--- config.mk ---
export PLATFORM = sky130hd
export DESIGN_NAME = brianhg_display_read_arbiter_flat
export DESIGN_NICKNAME = d
export VERILOG_FILES = /design/src/rtl/brianhg_display_read_arbiter_if.sv /design/src/rtl/brianhg_display_read_arbiter.sv /design/src/flat_wrapper.sv
export SDC_FILE = /design/constraint.sdc
export NUM_CORES = 1
export LEC_CHECK = 0
export BUFFER_PORTS_ARGS = -buffer_cell sky130_fd_sc_hd__buf_2
export CORE_AREA = 3 3 243 245
export CTS_CLUSTER_DIAMETER = 120
export CTS_CLUSTER_SIZE = 30
export DETAILED_ROUTE_END_ITERATION = 8
export DIE_AREA = 0 0 246 248
export PLACE_DENSITY = 0.43
export SYNTH_ARGS = -nofsm -noshare
export SYNTH_HDL_FRONTEND = slang
export SYNTH_SLANG_ARGS = --single-unit
--- constraint.sdc ---
create_clock -name CMD_CLK -period 5.4 [get_ports CMD_CLK]
set_input_delay 1.08 -clock CMD_CLK [delete_from_list [all_inputs] [get_ports CMD_CLK]]
set_output_delay 1.08 -clock CMD_CLK [all_outputs]
set_load 0.02 [all_outputs]
--- src/rtl/brianhg_display_read_arbiter_if.sv ---
// brianhg_display_read_arbiter_if: request and DDR3 read-command bundle shared by the display layers and the arbiter
interface brianhg_display_read_arbiter_if #(
   parameter int NUM_REQ          = 2,
   parameter int PORT_ADDR_SIZE   = 24,
   parameter int PORT_VECTOR_SIZE = 12,
   parameter int REQ_VEC_SIZE     = PORT_VECTOR_SIZE - $clog2(NUM_REQ)
);
   logic [NUM_REQ-1:0]                req_in;
   logic [NUM_REQ*PORT_ADDR_SIZE-1:0] req_adr_in;
   logic [NUM_REQ*REQ_VEC_SIZE-1:0]   req_vec_in;
   logic [NUM_REQ-1:0]                req_busy_out;
   logic                              CMD_busy;
   logic                              CMD_ena;
   logic [PORT_ADDR_SIZE-1:0]         CMD_addr;
   logic [PORT_VECTOR_SIZE-1:0]       CMD_vector;
   logic [NUM_REQ-1:0]                ovf_err;
   modport master (
      output req_in, req_adr_in, req_vec_in, CMD_busy,
      input  req_busy_out, CMD_ena, CMD_addr, CMD_vector, ovf_err
   );
   modport slave (
      input  req_in, req_adr_in, req_vec_in, CMD_busy,
      output req_busy_out, CMD_ena, CMD_addr, CMD_vector, ovf_err
   );
endinterface

--- src/rtl/brianhg_display_read_arbiter.sv ---
// brianhg_display_read_arbiter: round-robin burst arbiter sharing one DDR3 read port between display layers
module brianhg_display_read_arbiter #(
   parameter int NUM_REQ          = 2,
   parameter int PORT_ADDR_SIZE   = 24,
   parameter int PORT_VECTOR_SIZE = 12,
   parameter int BURST_LEN        = 8,
   parameter int FIFO_DEPTH       = 4
) (
   input logic                           CMD_CLK,
   input logic                           reset,
   brianhg_display_read_arbiter_if.slave bus
);
   localparam int ID_BITS      = $clog2(NUM_REQ);
   localparam int REQ_VEC_SIZE = PORT_VECTOR_SIZE - ID_BITS;
   localparam int PTR_W        = $clog2(FIFO_DEPTH);
   localparam int CNT_W        = PTR_W + 1;
   localparam int BC_W         = $clog2(BURST_LEN + 1);
   typedef enum logic {IDLE, BURST} state_t;
   state_t                      state_q, state_d;
   logic [ID_BITS-1:0]          rr_ptr_q, rr_ptr_d, grant_q, grant_d, sel, sel_idle, scan_idx;
   logic [BC_W-1:0]             burst_cnt_q, burst_cnt_d, cnt_inc;
   logic [CNT_W-1:0]            cnt_q [NUM_REQ];
   logic [CNT_W-1:0]            cnt_d [NUM_REQ];
   logic [PTR_W-1:0]            wr_ptr_q [NUM_REQ];
   logic [PTR_W-1:0]            rd_ptr_q [NUM_REQ];
   logic [PORT_ADDR_SIZE-1:0]   adr_mem_q [NUM_REQ][FIFO_DEPTH];
   logic [REQ_VEC_SIZE-1:0]     vec_mem_q [NUM_REQ][FIFO_DEPTH];
   logic [NUM_REQ-1:0]          push, pop, busy_q, ovf_q;
   logic                        found, issue, last, drained;
   logic                        cmd_ena_q, cmd_ena_d;
   logic [PORT_ADDR_SIZE-1:0]   cmd_addr_q, cmd_addr_d;
   logic [PORT_VECTOR_SIZE-1:0] cmd_vector_q, cmd_vector_d;
   // round-robin scan, issue decision and burst bookkeeping
   always_comb begin
      found    = 1'b0;
      sel_idle = rr_ptr_q;
      scan_idx = '0;
      for (int k = NUM_REQ - 1; k >= 0; k--) begin
         scan_idx = ID_BITS'((int'(rr_ptr_q) + k) % NUM_REQ);
         if (cnt_q[scan_idx] != '0) begin
            found    = 1'b1;
            sel_idle = scan_idx;
         end
      end
      sel         = (state_q == IDLE) ? sel_idle : grant_q;
      issue       = !bus.CMD_busy && (cnt_q[sel] != '0);
      cnt_inc     = ((state_q == BURST) ? burst_cnt_q : '0) + BC_W'(issue);
      last        = issue && (cnt_inc == BC_W'(BURST_LEN));
      drained     = (state_q == BURST) && (cnt_q[grant_q] == '0) && !bus.req_in[grant_q];
      state_d     = state_q;
      grant_d     = grant_q;
      burst_cnt_d = burst_cnt_q;
      rr_ptr_d    = rr_ptr_q;
      if (state_q == IDLE && found) begin
         grant_d     = sel;
         burst_cnt_d = cnt_inc;
         state_d     = BURST;
      end else if (state_q == BURST && issue) begin
         burst_cnt_d = cnt_inc;
      end
      if (last || drained) begin
         rr_ptr_d = ID_BITS'((int'(sel) + 1) % NUM_REQ);
         state_d  = IDLE;
      end
      cmd_ena_d    = issue;
      cmd_addr_d   = issue ? adr_mem_q[sel][rd_ptr_q[sel]] : cmd_addr_q;
      cmd_vector_d = issue ? {sel, vec_mem_q[sel][rd_ptr_q[sel]]} : cmd_vector_q;
   end
   // per-requester FIFO occupancy; a full FIFO drops the incoming request
   always_comb begin
      push = '0;
      pop  = '0;
      for (int i = 0; i < NUM_REQ; i++) begin
         push[i]  = bus.req_in[i] && (cnt_q[i] != CNT_W'(FIFO_DEPTH));
         pop[i]   = issue && (sel == ID_BITS'(i));
         cnt_d[i] = cnt_q[i] + CNT_W'(push[i]) - CNT_W'(pop[i]);
      end
   end
   // control state, FIFO pointers, back-pressure, overflow flags and command registers
   always_ff @(posedge CMD_CLK) begin
      if (reset) begin
         state_q      <= IDLE;
         rr_ptr_q     <= '0;
         grant_q      <= '0;
         burst_cnt_q  <= '0;
         busy_q       <= '0;
         ovf_q        <= '0;
         cmd_ena_q    <= 1'b0;
         cmd_addr_q   <= '0;
         cmd_vector_q <= '0;
         for (int i = 0; i < NUM_REQ; i++) begin
            cnt_q[i]    <= '0;
            wr_ptr_q[i] <= '0;
            rd_ptr_q[i] <= '0;
         end
      end else begin
         state_q      <= state_d;
         rr_ptr_q     <= rr_ptr_d;
         grant_q      <= grant_d;
         burst_cnt_q  <= burst_cnt_d;
         cmd_ena_q    <= cmd_ena_d;
         cmd_addr_q   <= cmd_addr_d;
         cmd_vector_q <= cmd_vector_d;
         for (int i = 0; i < NUM_REQ; i++) begin
            cnt_q[i]    <= cnt_d[i];
            wr_ptr_q[i] <= wr_ptr_q[i] + PTR_W'(push[i]);
            rd_ptr_q[i] <= rd_ptr_q[i] + PTR_W'(pop[i]);
            busy_q[i]   <= cnt_d[i] >= CNT_W'(FIFO_DEPTH - 2);
            ovf_q[i]    <= ovf_q[i] | (bus.req_in[i] & ~push[i]);
         end
      end
   end
   // FIFO storage, written at the push edge
   always_ff @(posedge CMD_CLK) begin
      for (int i = 0; i < NUM_REQ; i++)
         if (push[i]) begin
            adr_mem_q[i][wr_ptr_q[i]] <= bus.req_adr_in[i*PORT_ADDR_SIZE +: PORT_ADDR_SIZE];
            vec_mem_q[i][wr_ptr_q[i]] <= bus.req_vec_in[i*REQ_VEC_SIZE +: REQ_VEC_SIZE];
         end
   end
   assign bus.CMD_ena      = cmd_ena_q;
   assign bus.CMD_addr     = cmd_addr_q;
   assign bus.CMD_vector   = cmd_vector_q;
   assign bus.req_busy_out = busy_q;
   assign bus.ovf_err      = ovf_q;
endmodule
--- src/flat_wrapper.sv ---
// flat-port wrapper written by rule: the top's interface ports become plain ports
module brianhg_display_read_arbiter_flat 
#(
   parameter int NUM_REQ          = 2,
   parameter int PORT_ADDR_SIZE   = 24,
   parameter int PORT_VECTOR_SIZE = 12,
   parameter int BURST_LEN        = 8,
   parameter int FIFO_DEPTH       = 4
)
  (CMD_CLK, reset, bus_req_in, bus_req_adr_in, bus_req_vec_in, bus_CMD_busy, bus_req_busy_out, bus_CMD_ena, bus_CMD_addr, bus_CMD_vector, bus_ovf_err);
  brianhg_display_read_arbiter_if #(.NUM_REQ(NUM_REQ), .PORT_ADDR_SIZE(PORT_ADDR_SIZE), .PORT_VECTOR_SIZE(PORT_VECTOR_SIZE)) bus_i ();
  input logic CMD_CLK;
  input logic reset;
  input wire logic [$bits(bus_i.req_in)-1:0] bus_req_in;
  input wire logic [$bits(bus_i.req_adr_in)-1:0] bus_req_adr_in;
  input wire logic [$bits(bus_i.req_vec_in)-1:0] bus_req_vec_in;
  input wire logic [$bits(bus_i.CMD_busy)-1:0] bus_CMD_busy;
  output wire logic [$bits(bus_i.req_busy_out)-1:0] bus_req_busy_out;
  output wire logic [$bits(bus_i.CMD_ena)-1:0] bus_CMD_ena;
  output wire logic [$bits(bus_i.CMD_addr)-1:0] bus_CMD_addr;
  output wire logic [$bits(bus_i.CMD_vector)-1:0] bus_CMD_vector;
  output wire logic [$bits(bus_i.ovf_err)-1:0] bus_ovf_err;
  assign bus_i.req_in = bus_req_in;
  assign bus_i.req_adr_in = bus_req_adr_in;
  assign bus_i.req_vec_in = bus_req_vec_in;
  assign bus_i.CMD_busy = bus_CMD_busy;
  assign bus_req_busy_out = bus_i.req_busy_out;
  assign bus_CMD_ena = bus_i.CMD_ena;
  assign bus_CMD_addr = bus_i.CMD_addr;
  assign bus_CMD_vector = bus_i.CMD_vector;
  assign bus_ovf_err = bus_i.ovf_err;
  brianhg_display_read_arbiter #(.NUM_REQ(NUM_REQ), .PORT_ADDR_SIZE(PORT_ADDR_SIZE), .PORT_VECTOR_SIZE(PORT_VECTOR_SIZE), .BURST_LEN(BURST_LEN), .FIFO_DEPTH(FIFO_DEPTH)) u_core (.CMD_CLK(CMD_CLK), .reset(reset), .bus(bus_i));
endmodule
==> results of run 1 <==
sequential cells by signal, indices dropped and copies added (netlist names), named ones only:
| signal | flops |
|---|---|
| u_core.rr_ptr_q | 1 |
| u_core.adr_mem_q | 192 |
| u_core.bus.CMD_addr | 24 |
| u_core.bus.CMD_vector | 12 |
| u_core.rd_ptr_q | 4 |
| u_core.state_q | 1 |
| u_core.bus.ovf_err | 2 |
| u_core.grant_q | 1 |
| u_core.wr_ptr_q | 4 |
| u_core.cnt_q | 6 |
| u_core.bus.req_busy_out | 2 |
| u_core.vec_mem_q | 88 |
| u_core.bus.CMD_ena | 1 |
| u_core.burst_cnt_q | 4 |
per-stage QoR:
step                instances  setup slack, ns  area (um^2)
global placement         1580             1.95        14500
global route             1606             2.23        15000
detailed placement       1580             2.00        14500
CTS                      1606             2.54        15000
floorplan                 729            0.752        13100
finish                   1608             2.59        15000
cells by family after synthesis:
kind of cell | count (synthesis) | synth area share (%)
DFF | 344 | 74.2
and+or+nand+nor | 171 | 5.69
muxes | 74 | 12.4
AOI/OAI and AO/OA | 69 | 4.32
buffers and inverters | 50 | 1.65
xor gates and xnor gates | 13 | 0.872
adders and majority gates | 8 | 0.882
cell type report:
class                           instances  share of cell area [%]
Sequential cell                       344                    64.7
Inverter                                7                   0.175
Clock inverter                          2                   0.167
Antenna cell                            2                  0.0334
Clock buffer                           24                    2.73
Timing Repair Buffer                  129                    4.54
Tap cell                              765                    6.39
Multi-Input combinational cell        335                    21.3
worst reg2reg max path, cell delays in order (launching register included):
cell and delay, ns:
dfxtp_1 0.41, nor4_1 0.46, o22ai_1 0.27, nor3_1 0.35, xor2_1 0.18, ha_1 0.16, inv_1 0.05, fa_1 0.37
xor2_1 0.16, xnor2_1 0.18, a21oi_1 0.09
report_power, final:
group / switching [mW] / leakage [nW] / internal, mW
registers: 0.329 / 3.09 / 3.30
logic: 1.34 / 1.52 / 0.897
clock network: 0.828 / 0.207 / 0.545
total: 2.50 / 4.82 / 4.74
layer usage:
metal | GRT usage, % | share of wire [%]
met1 | 14.4 | 46
met2 | 16.4 | 48
met3 | 1.72 | 5.4
met4 | 1.58 | 1.1
met5 | 0 | 0
synthesized netlist by cell type, types with 3 or more instances:
library cell / count
edfxtp_1: 280
nand2_1: 76
mux4_2: 70
dfxtp_1: 64
nor2_1: 63
a311oi_1: 36
clkbuf_1: 21
buf_2: 11
nor2b_1: 8
xnor2_1: 8
inv_1: 7
a21oi_1: 6
buf_1: 6
ha_1: 6
xor2_1: 5
a31oi_1: 4
mux2i_1: 4
o21ai_0: 4
buf_4: 3
o21a_1: 3
o32ai_1: 3
how the worst max path moves through the flow:
stage,slack (ns),to,start,depth (start not counted)
5_1_grt,2.23,u_core.bus.req_busy_out[1]$_SDFF_PP0_,u_core.cnt_q[0][2]$_SDFF_PP0_,10
3_3_place_gp,1.95,u_core.adr_mem_q[1][67]$_DFFE_PP_,bus_req_in[1],5
2_1_floorplan,0.75,u_core.adr_mem_q[1][72]$_DFFE_PP_,bus_req_in[1],2
6_report,2.59,u_core.bus.req_busy_out[1]$_SDFF_PP0_,u_core.cnt_q[0][2]$_SDFF_PP0_,10
4_1_cts,2.54,u_core.vec_mem_q[1][30]$_DFFE_PP_,bus_req_in[1],5
3_5_place_dp,2.00,u_core.adr_mem_q[1][67]$_DFFE_PP_,bus_req_in[1],5
==> flow_metrics.py, run 1 <==
metrics = {
    "detailed_routing": {
        "postRouteAntennaNets": 0,
        "drcViolationCount": 0,
        "via_per_inst": 4.14,
        "dr.pass1.iters": 6,
        "wl_per_cell_um": 19.3,
        "first_iter_violations": 395,
        "vias": 6664,
        "routed_wl_mm": 31.1,
    },
    "worst_hold_path": {
        "hold-path-endpoint": "u_core.bus.ovf_err[1]$_SDFF_PP0_",
        "hold_depth": 2,
        "hp-class": "register to register",
        "min_from": "u_core.bus.ovf_err[1]$_SDFF_PP0_",
    },
    "clocking": {
        "clk_path_buf_depth": 3,
        "cts_resized": 0,
        "cts_buffers": 15,
        "h-tree-depth": 1,
        "cts_num_sinks": 344,
        "cts_hold_buf": 0,
        "cts-root-buf": "clkbuf_16",
        "clk_pin_slew_ns": 0.12,
        "clkLatencyLatePin_ns": 0.52,
        "cts_tree": "done",
        "post_cts_buffers": 0,
    },
    "worst_setup_path": {
        "timing.rr.end": "u_core.bus.req_busy_out[1]$_SDFF_PP0_",
        "reg2reg_from": "u_core.cnt_q[0][2]$_SDFF_PP0_",
        "cp_cell_sequence": "nor4_1 > o22ai_1 > nor3_1 > xor2_1 > ha_1 > inv_1 > fa_1 > xor2_1 > xnor2_1 > a21oi_1",
        "cp_num_buf_inv": 1,
        "critPathCaptureType": "register",
        "worstSetupPathType": "register to register",
        "cp_top_family": "simple AND/OR/NAND/NOR gates",
        "worst_ep_required_time_ns": 5.80,
        "crit_slowest_cell": "nor4_1",
        "worstSetupStartpointType": "register",
        "r2r_cells": 10,
        "cp_data_arrival_time_ns": 3.21,
        "slowest_delay_ns": 0.46,
        "cp_max_fo": 7,
        "path_common_cell": "xor2_1",
        "r2r_slack_ns": 2.59,
    },
    "global_route": {
        "grt_usage_pct": 10.1,
        "grt_pass1_wl_mm": 46.1,
        "grt_antenna_before_repair": 1,
        "grt_pass1_vias": 6951,
        "grt-ovfl-total": 0,
        "grt_max_degree": 73,
    },
    "timing": {
        "setup_violations": 0,
        "min_period_ns": 2.81,
        "slew_violations": 0,
        "tightest_slew_ns": 1.02,
        "setup_tns_ns": 0,
        "skew_ns": 0.0259,
        "timing.fmax_ghz": 0.356,
        "hold_violations": 0,
        "rsz0062_at_grt": "false",
        "fin_crit_sh_pct": 52.0,
        "relSlewSlack_pct": 32.2,
        "whs_ns": 0.488,
    },
    "synthesis": {
        "ys.flop_type": "edfxtp_1",
        "synth_seq_cells": 344,
        "syn_area_mm2": 0.0131,
        "synth_top_area_cell": "edfxtp_1",
        "synth_cell_type_count": 49,
        "syn_nets": 812,
        "async_flop_share_pct": 0,
        "synth_seq_area_share_pct": 74.2,
        "synthTopCellsByArea": "edfxtp_1 64%, mux4_2 12%, dfxtp_1 9.8%, a311oi_1 2.4%, nand2_1 2.2%",
        "yosysTopAreaCellShare_pct": 64.4,
        "yosys_warnings": 0,
        "syn_avg_cell_area_um2": 17.9,
        "synth_cells": 729,
        "synth_edf_count": 280,
    },
    "power_and_ir_drop": {
        "p_leak_nw": 4.82,
        "vdd_ir_drop_max_mv": 0.294,
        "power.density_mw_per_mm2": 483,
        "p_total_mw": 7.24,
    },
    "finish": {
        "syn2layout_area_growth_pct": 14.8,
        "final_common_cell": "edfxtp_1",
        "final_nets": 915,
        "multi_input_area_mm2": 0.00319,
        "seq_area_mm2": 0.00969,
        "drive_above_1_share_pct": 27.8,
        "fill_cells": 5835,
        "final_core_util_pct": 26.1,
        "layout_common_cells": "280 x edfxtp_1, 115 x buf_2, 76 x nand2_1",
    },
    "run": {
        "cap_violations": 0,
    },
    "die": {
        "start_util_pct": 22.8,
        "rows": 88,
        "die_area_mm2": 0.0610,
        "ioPinCount": 116,
        "die_x_um": 246,
        "core-area_mm2": 0.0574,
        "die_y_um": 248,
    },
    "placed_design": {
        "gp_congestion": 0.776,
        "place_hpwl_mm": 20.5,
        "portBuffers": 115,
    },
    "run_status": {
        "status": "finished clean",
    },
}
Power figures use the tool's default switching activity.
==> run 2, diff against run 1 <==
Settings changed: PLACE_DENSITY 0.43 to 0.44.
Clock period 5.4 ns to 2.4 ns, I/O delays scaled along.
==> flow_metrics.py, run 2 (synthesis gave the netlist of run 1 again) <==
metrics = {
    "power_and_ir_drop": {
        "vdd_ir_drop_max_mv": 0.601,
        "p_leak_nw": 5.20,
        "power.density_mw_per_mm2": 1090,
    },
    "global_route": {
        "grt_pass1_vias": 7154,
        "grt_usage_pct": 10.3,
        "grt_pass1_wl_mm": 46.7,
        "grt_antenna_before_repair": 7,
        "grt_max_degree": 72,
        "grt-ovfl-total": 0,
    },
    "worst_setup_path": {
        "worstSetupStartpointType": "register",
        "cp_max_fo": 3,
        "path_common_cell": "xnor2_1",
        "worstSetupPathType": "register to register",
        "cp_num_buf_inv": 1,
        "crit_slowest_cell": "dfxtp_2",
        "cp_top_family": "XOR/XNOR gates",
        "slowest_delay_ns": 0.37,
        "worst_ep_required_time_ns": 2.79,
        "cp_cell_sequence": "nor4_4 > o21ai_0 > o211ai_1 > xnor2_1 > ha_1 > inv_1 > fa_1 > xor2_1 > xnor2_1 > a21oi_1",
        "cp_data_arrival_time_ns": 2.81,
        "critPathCaptureType": "register",
    },
    "timing": {
        "rsz0062_at_grt": "true",
        "min_period_ns": 2.42,
        "setup_tns_ns": -0.0240,
        "skew_ns": 0.0204,
        "timing.fmax_ghz": 0.413,
        "slew_violations": 0,
        "relSlewSlack_pct": 51.8,
        "tightest_slew_ns": 0.705,
        "hold_violations": 0,
        "whs_ns": 0.158,
        "fin_crit_sh_pct": 101,
        "setup_violations": 1,
        "worst_slack_ns": -0.0240,
    },
    "finish": {
        "syn2layout_area_growth_pct": 20.7,
        "final_area_mm2": 0.0158,
        "layout_common_cells": "280 x edfxtp_1, 115 x buf_2, 76 x nand2_1",
        "drive_above_1_share_pct": 34.7,
        "finalNonFillerCells": 1661,
        "fill_cells": 5787,
        "final_nets": 969,
        "final_core_util_pct": 27.5,
        "largest_reg_flops": 192,
        "final_common_cell": "edfxtp_1",
    },
    "clocking": {
        "clk_pin_slew_ns": 0.12,
        "clk_path_buf_depth": 3,
        "cts_buffers": 15,
        "cts-root-buf": "clkbuf_16",
        "cts_tree": "done",
        "clkLatencyLatePin_ns": 0.52,
        "cts_hold_buf": 0,
        "h-tree-depth": 1,
        "cts_num_sinks": 344,
    },
    "placed_design": {
        "dp.cells": 1632,
        "gp_congestion": 0.773,
        "place_hpwl_mm": 21.8,
        "portBuffers": 115,
        "placed_area_mm2": 0.0152,
    },
    "detailed_routing": {
        "dr.pass1.iters": 4,
        "routed_wl_mm": 31.4,
        "postRouteAntennaNets": 0,
        "first_iter_violations": 423,
        "wl_per_cell_um": 18.9,
        "vias": 6832,
        "drcViolationCount": 0,
        "via_per_inst": 4.11,
    },
    "run_status": {
        "status": "finished with violations",
        "violations": "setup timing",
    },
    "die": {
        "die_y_um": 248,
        "start_util_pct": 22.8,
        "ioPinCount": 116,
        "core-area_mm2": 0.0574,
        "die_x_um": 246,
        "die_area_mm2": 0.0610,
        "rows": 88,
    },
    "worst_hold_path": {
        "hp-class": "input pin to register",
    },
    "run": {
        "cap_violations": 0,
    },
}
==> run 2: cell types whose count changed in the layout (fill, tap and decap cells not counted), sizes merged <==
cell,change
clkbuf,-1
buf,+54
inv,+1
diode,-1
==> run 2: path summary, 6_finish.rpt <==
path,depth (start not counted),startpoint,slack (ns),to
hold reg to reg,2,u_core.bus.ovf_err[1]$_SDFF_PP0_,0.48,u_core.bus.ovf_err[1]$_SDFF_PP0_
setup reg to reg,10,u_core.cnt_q[0][2]$_SDFF_PP0_,-0.02,u_core.bus.req_busy_out[0]$_SDFF_PP0_
hold / removal,1,bus_req_adr_in[12],0.16,u_core.adr_mem_q[0][84]$_DFFE_PP_
setup / recovery,10,u_core.cnt_q[0][2]$_SDFF_PP0_,-0.02,u_core.bus.req_busy_out[0]$_SDFF_PP0_
==> run 2: report_power, final <==
group | leakage (nW) | internal (mW) | total, mW | switching [mW]
Sequential | 3.09 | 7.43 | 8.01 | 0.586
Clock | 0.219 | 1.28 | 3.10 | 1.83
Combinational | 1.88 | 2.70 | 6.11 | 3.41
==> run 2: layout make-up <==
cell class                 count  area (um^2)  share of cell area (%)
clock inverter                 3         23.8                   0.151
clock buffer                  23          427                    2.71
multi-input combinational    335         3320                    21.1
timing repair buffer         183         1300                    8.26
sequential                   344         9700                    61.5
inverter                       7         26.3                   0.167
tap                          765          957                    6.07
antenna                        1         2.50                  0.0159
==> run 2: through the flow <==
stage,setup slack [ns],power [mW]
finish,-0.0240,17.2
global route,-0.238,18.4
CTS,-0.00333,17.6
detailed placement,-0.0167,14.3
global placement,-0.0237,14.3
floorplan,-0.442,11.8
==> run 2: worst reg2reg max path, cell delays in order, from the launching register on <==
cell and delay (ns):
dfxtp_2 0.37, nor4_4 0.35, o21ai_0 0.12, o211ai_1 0.25, xnor2_1 0.16, ha_1 0.16
inv_1 0.05, fa_1 0.37, xor2_1 0.16, xnor2_1 0.21, a21oi_1 0.10
==> run 2: what timing repair did <==
item,4_1_cts,5_1_grt
gates cloned,0,0
pin swaps,3,2
buffers inserted,2,0
endpoints found under the setup margin,6,10
gates resized for setup,7,8
==> run 2: routing by layer <==
layer  vias up  GRT usage [%]  wire (um)
li1       3179              -          -
met1      3481           13.2      13500
met2       127           17.6      15400
met3        35           2.93       2070
met4        10           1.41        386
met5         -              0         52
==> run 3, diff against run 2 <==
Settings changed: CORE_AREA 3 3 243 245 to 3 3 161 163, DIE_AREA 0 0 246 248 to 0 0 164 166, PLACE_DENSITY 0.44 to 0.8.
==> flow_metrics.py, run 3 (synthesis gave the netlist of run 1 again) <==
metrics = {
    "timing": {
        "skew_ns": 0.0304,
        "timing.fmax_ghz": 0.417,
        "tightest_slew_ns": 0.665,
        "min_period_ns": 2.40,
        "fin_crit_sh_pct": 99.9,
        "relSlewSlack_pct": 55.3,
        "setup_violations": 0,
        "whs_ns": 0.165,
        "slew_violations": 0,
        "hold_violations": 0,
        "rsz0062_at_grt": "true",
        "setup_tns_ns": 0,
    },
    "power_and_ir_drop": {
        "combPwrFrac_pct": 35.0,
        "power.density_mw_per_mm2": 1120,
        "p_switching_mw": 5.64,
        "seqPwrFrac_pct": 47.5,
        "vdd_ir_drop_max_mv": 0.909,
        "p_int_mw": 11.2,
        "clock_power_share_pct": 17.5,
        "swShare_pct": 33.5,
        "p_leak_nw": 5.05,
    },
    "global_route": {
        "grt_antenna_before_repair": 4,
        "grt-ovfl-total": 0,
        "grt_usage_pct": 19.8,
        "grt_pass1_vias": 7240,
        "grt_max_degree": 53,
        "grt_pass1_wl_mm": 41.3,
    },
    "detailed_routing": {
        "vias": 6952,
        "wl_met3_mm": 1.87,
        "dr.pass1.iters": 5,
        "wl_per_cell_um": 22.2,
        "postRouteAntennaNets": 0,
        "dr_wl_met2_mm": 13.7,
        "via_per_inst": 5.81,
        "wl_met1_mm": 10.3,
        "first_iter_violations": 562,
        "routed_wl_mm": 26.6,
        "drcViolationCount": 0,
        "top_layer": "met5",
    },
    "clocking": {
        "cts_buffers": 15,
        "cts_hold_buf": 0,
        "clk_pin_slew_ns": 0.11,
        "cts-root-buf": "clkbuf_16",
        "clkLatencyLatePin_ns": 0.52,
        "h-tree-depth": 1,
        "cts_tree": "done",
        "cts_num_sinks": 344,
        "clk_path_buf_depth": 3,
    },
    "worst_setup_path": {
        "cp_num_buf_inv": 1,
        "cp_cell_sequence": "nor4_4 > o21ai_0 > o211ai_1 > xnor2_1 > ha_1 > inv_1 > fa_1 > xor2_1 > xnor2_1 > a21oi_1",
        "worstSetupStartpointType": "register",
        "cp_data_arrival_time_ns": 2.79,
        "path_common_cell": "xnor2_1",
        "crit_slowest_cell": "dfxtp_4",
        "critPathCaptureType": "register",
        "slowest_delay_ns": 0.40,
        "worst_ep_required_time_ns": 2.79,
        "worstSetupPathType": "register to register",
        "cp_top_family": "adder cells",
        "cp_max_fo": 5,
    },
    "die": {
        "ioPinCount": 116,
        "core-area_mm2": 0.0245,
        "start_util_pct": 53.4,
        "die_x_um": 164,
        "die_area_mm2": 0.0272,
        "die_y_um": 166,
        "rows": 57,
    },
    "placed_design": {
        "dp.cells": 1166,
        "gp_congestion": 0.926,
        "place_hpwl_mm": 17.7,
        "portBuffers": 115,
        "placed_area_mm2": 0.0144,
    },
    "finish": {
        "final_common_cell": "edfxtp_1",
        "final_core_util_pct": 61.2,
        "drive_above_1_share_pct": 32.9,
        "syn2layout_area_growth_pct": 14.7,
        "largest_reg_flops": 192,
        "final_nets": 946,
        "finalNonFillerCells": 1197,
        "layout_common_cells": "280 x edfxtp_1, 115 x buf_2, 76 x nand2_1",
        "final_area_mm2": 0.0150,
    },
    "worst_hold_path": {
        "min_from": "bus_req_adr_in[40]",
        "hp-class": "input pin to register",
    },
    "run": {
        "cap_violations": 0,
    },
    "run_status": {
        "status": "finished clean",
    },
}
run 3: power by group through the flow:
stage          registers (mW)  logic (mW)  clock network [mW]
3_3_place_gp             8.05        5.68                   0
2_1_floorplan            8.27        3.52                   0
3_5_place_dp             8.09        5.80                   0
5_1_grt                  8.08        6.42                3.22
6_report                 7.99        5.89                2.95
4_1_cts                  7.97        5.86                3.02
run 3: per-stage QoR:
stage | power (mW) | setup WS [ns]
2_1_floorplan | 11.8 | -0.442
3_3_place_gp | 13.7 | 0.0539
3_5_place_dp | 13.9 | -0.0710
4_1_cts | 16.8 | -0.0415
5_1_grt | 17.7 | -0.155
6_report | 16.8 | 0.00353
run 3: area by class of cell:
type                    count  area, um^2
flip-flops and latches    344        9710
fillers                  1785        9480
multi-input cells         335        3320
repair buffers            160        1080
clock buffers              24         409
well taps                 324         405
inverters                   7        26.3
clock inverters             2        25.0
diodes                      1        2.50
run 3: what timing repair did:
| action | CTS | global route |
|---|---|---|
| setup endpoints to repair | 13 | 17 |
| pin swaps | 0 | 8 |
| cloned | 0 | 0 |
| hold endpoints to repair | 0 | 0 |
| buffers inserted | 0 | 4 |
| resized for setup | 4 | 17 |
run 3: metal layers:
| layer | vias up | track usage [%] |
|---|---|---|
| met5 | - | 0 |
| met4 | 6 | 5.41 |
| li1 | 3138 | - |
| met2 | 237 | 33.6 |
| met3 | 47 | 4.32 |
| met1 | 3524 | 26.0 |
run 3: worst paths after layout:
path | to | slack, ns | cells past startpoint
min | u_core.adr_mem_q[1][64]$_DFFE_PP_ | 0.16 | 1
max | u_core.bus.req_busy_out[0]$_SDFF_PP0_ | 0.004 | 10
max reg2reg | u_core.bus.req_busy_out[0]$_SDFF_PP0_ | 0.004 | 10
min reg2reg | u_core.bus.ovf_err[1]$_SDFF_PP0_ | 0.48 | 2
run 3: worst reg2reg max path: stages (launching register included):
cell,delay [ns]
dfxtp_4,0.40
nor4_4,0.32
o21ai_0,0.12
o211ai_1,0.26
xnor2_1,0.15
ha_1,0.16
inv_1,0.05
fa_1,0.37
xor2_1,0.17
xnor2_1,0.20
a21oi_1,0.10
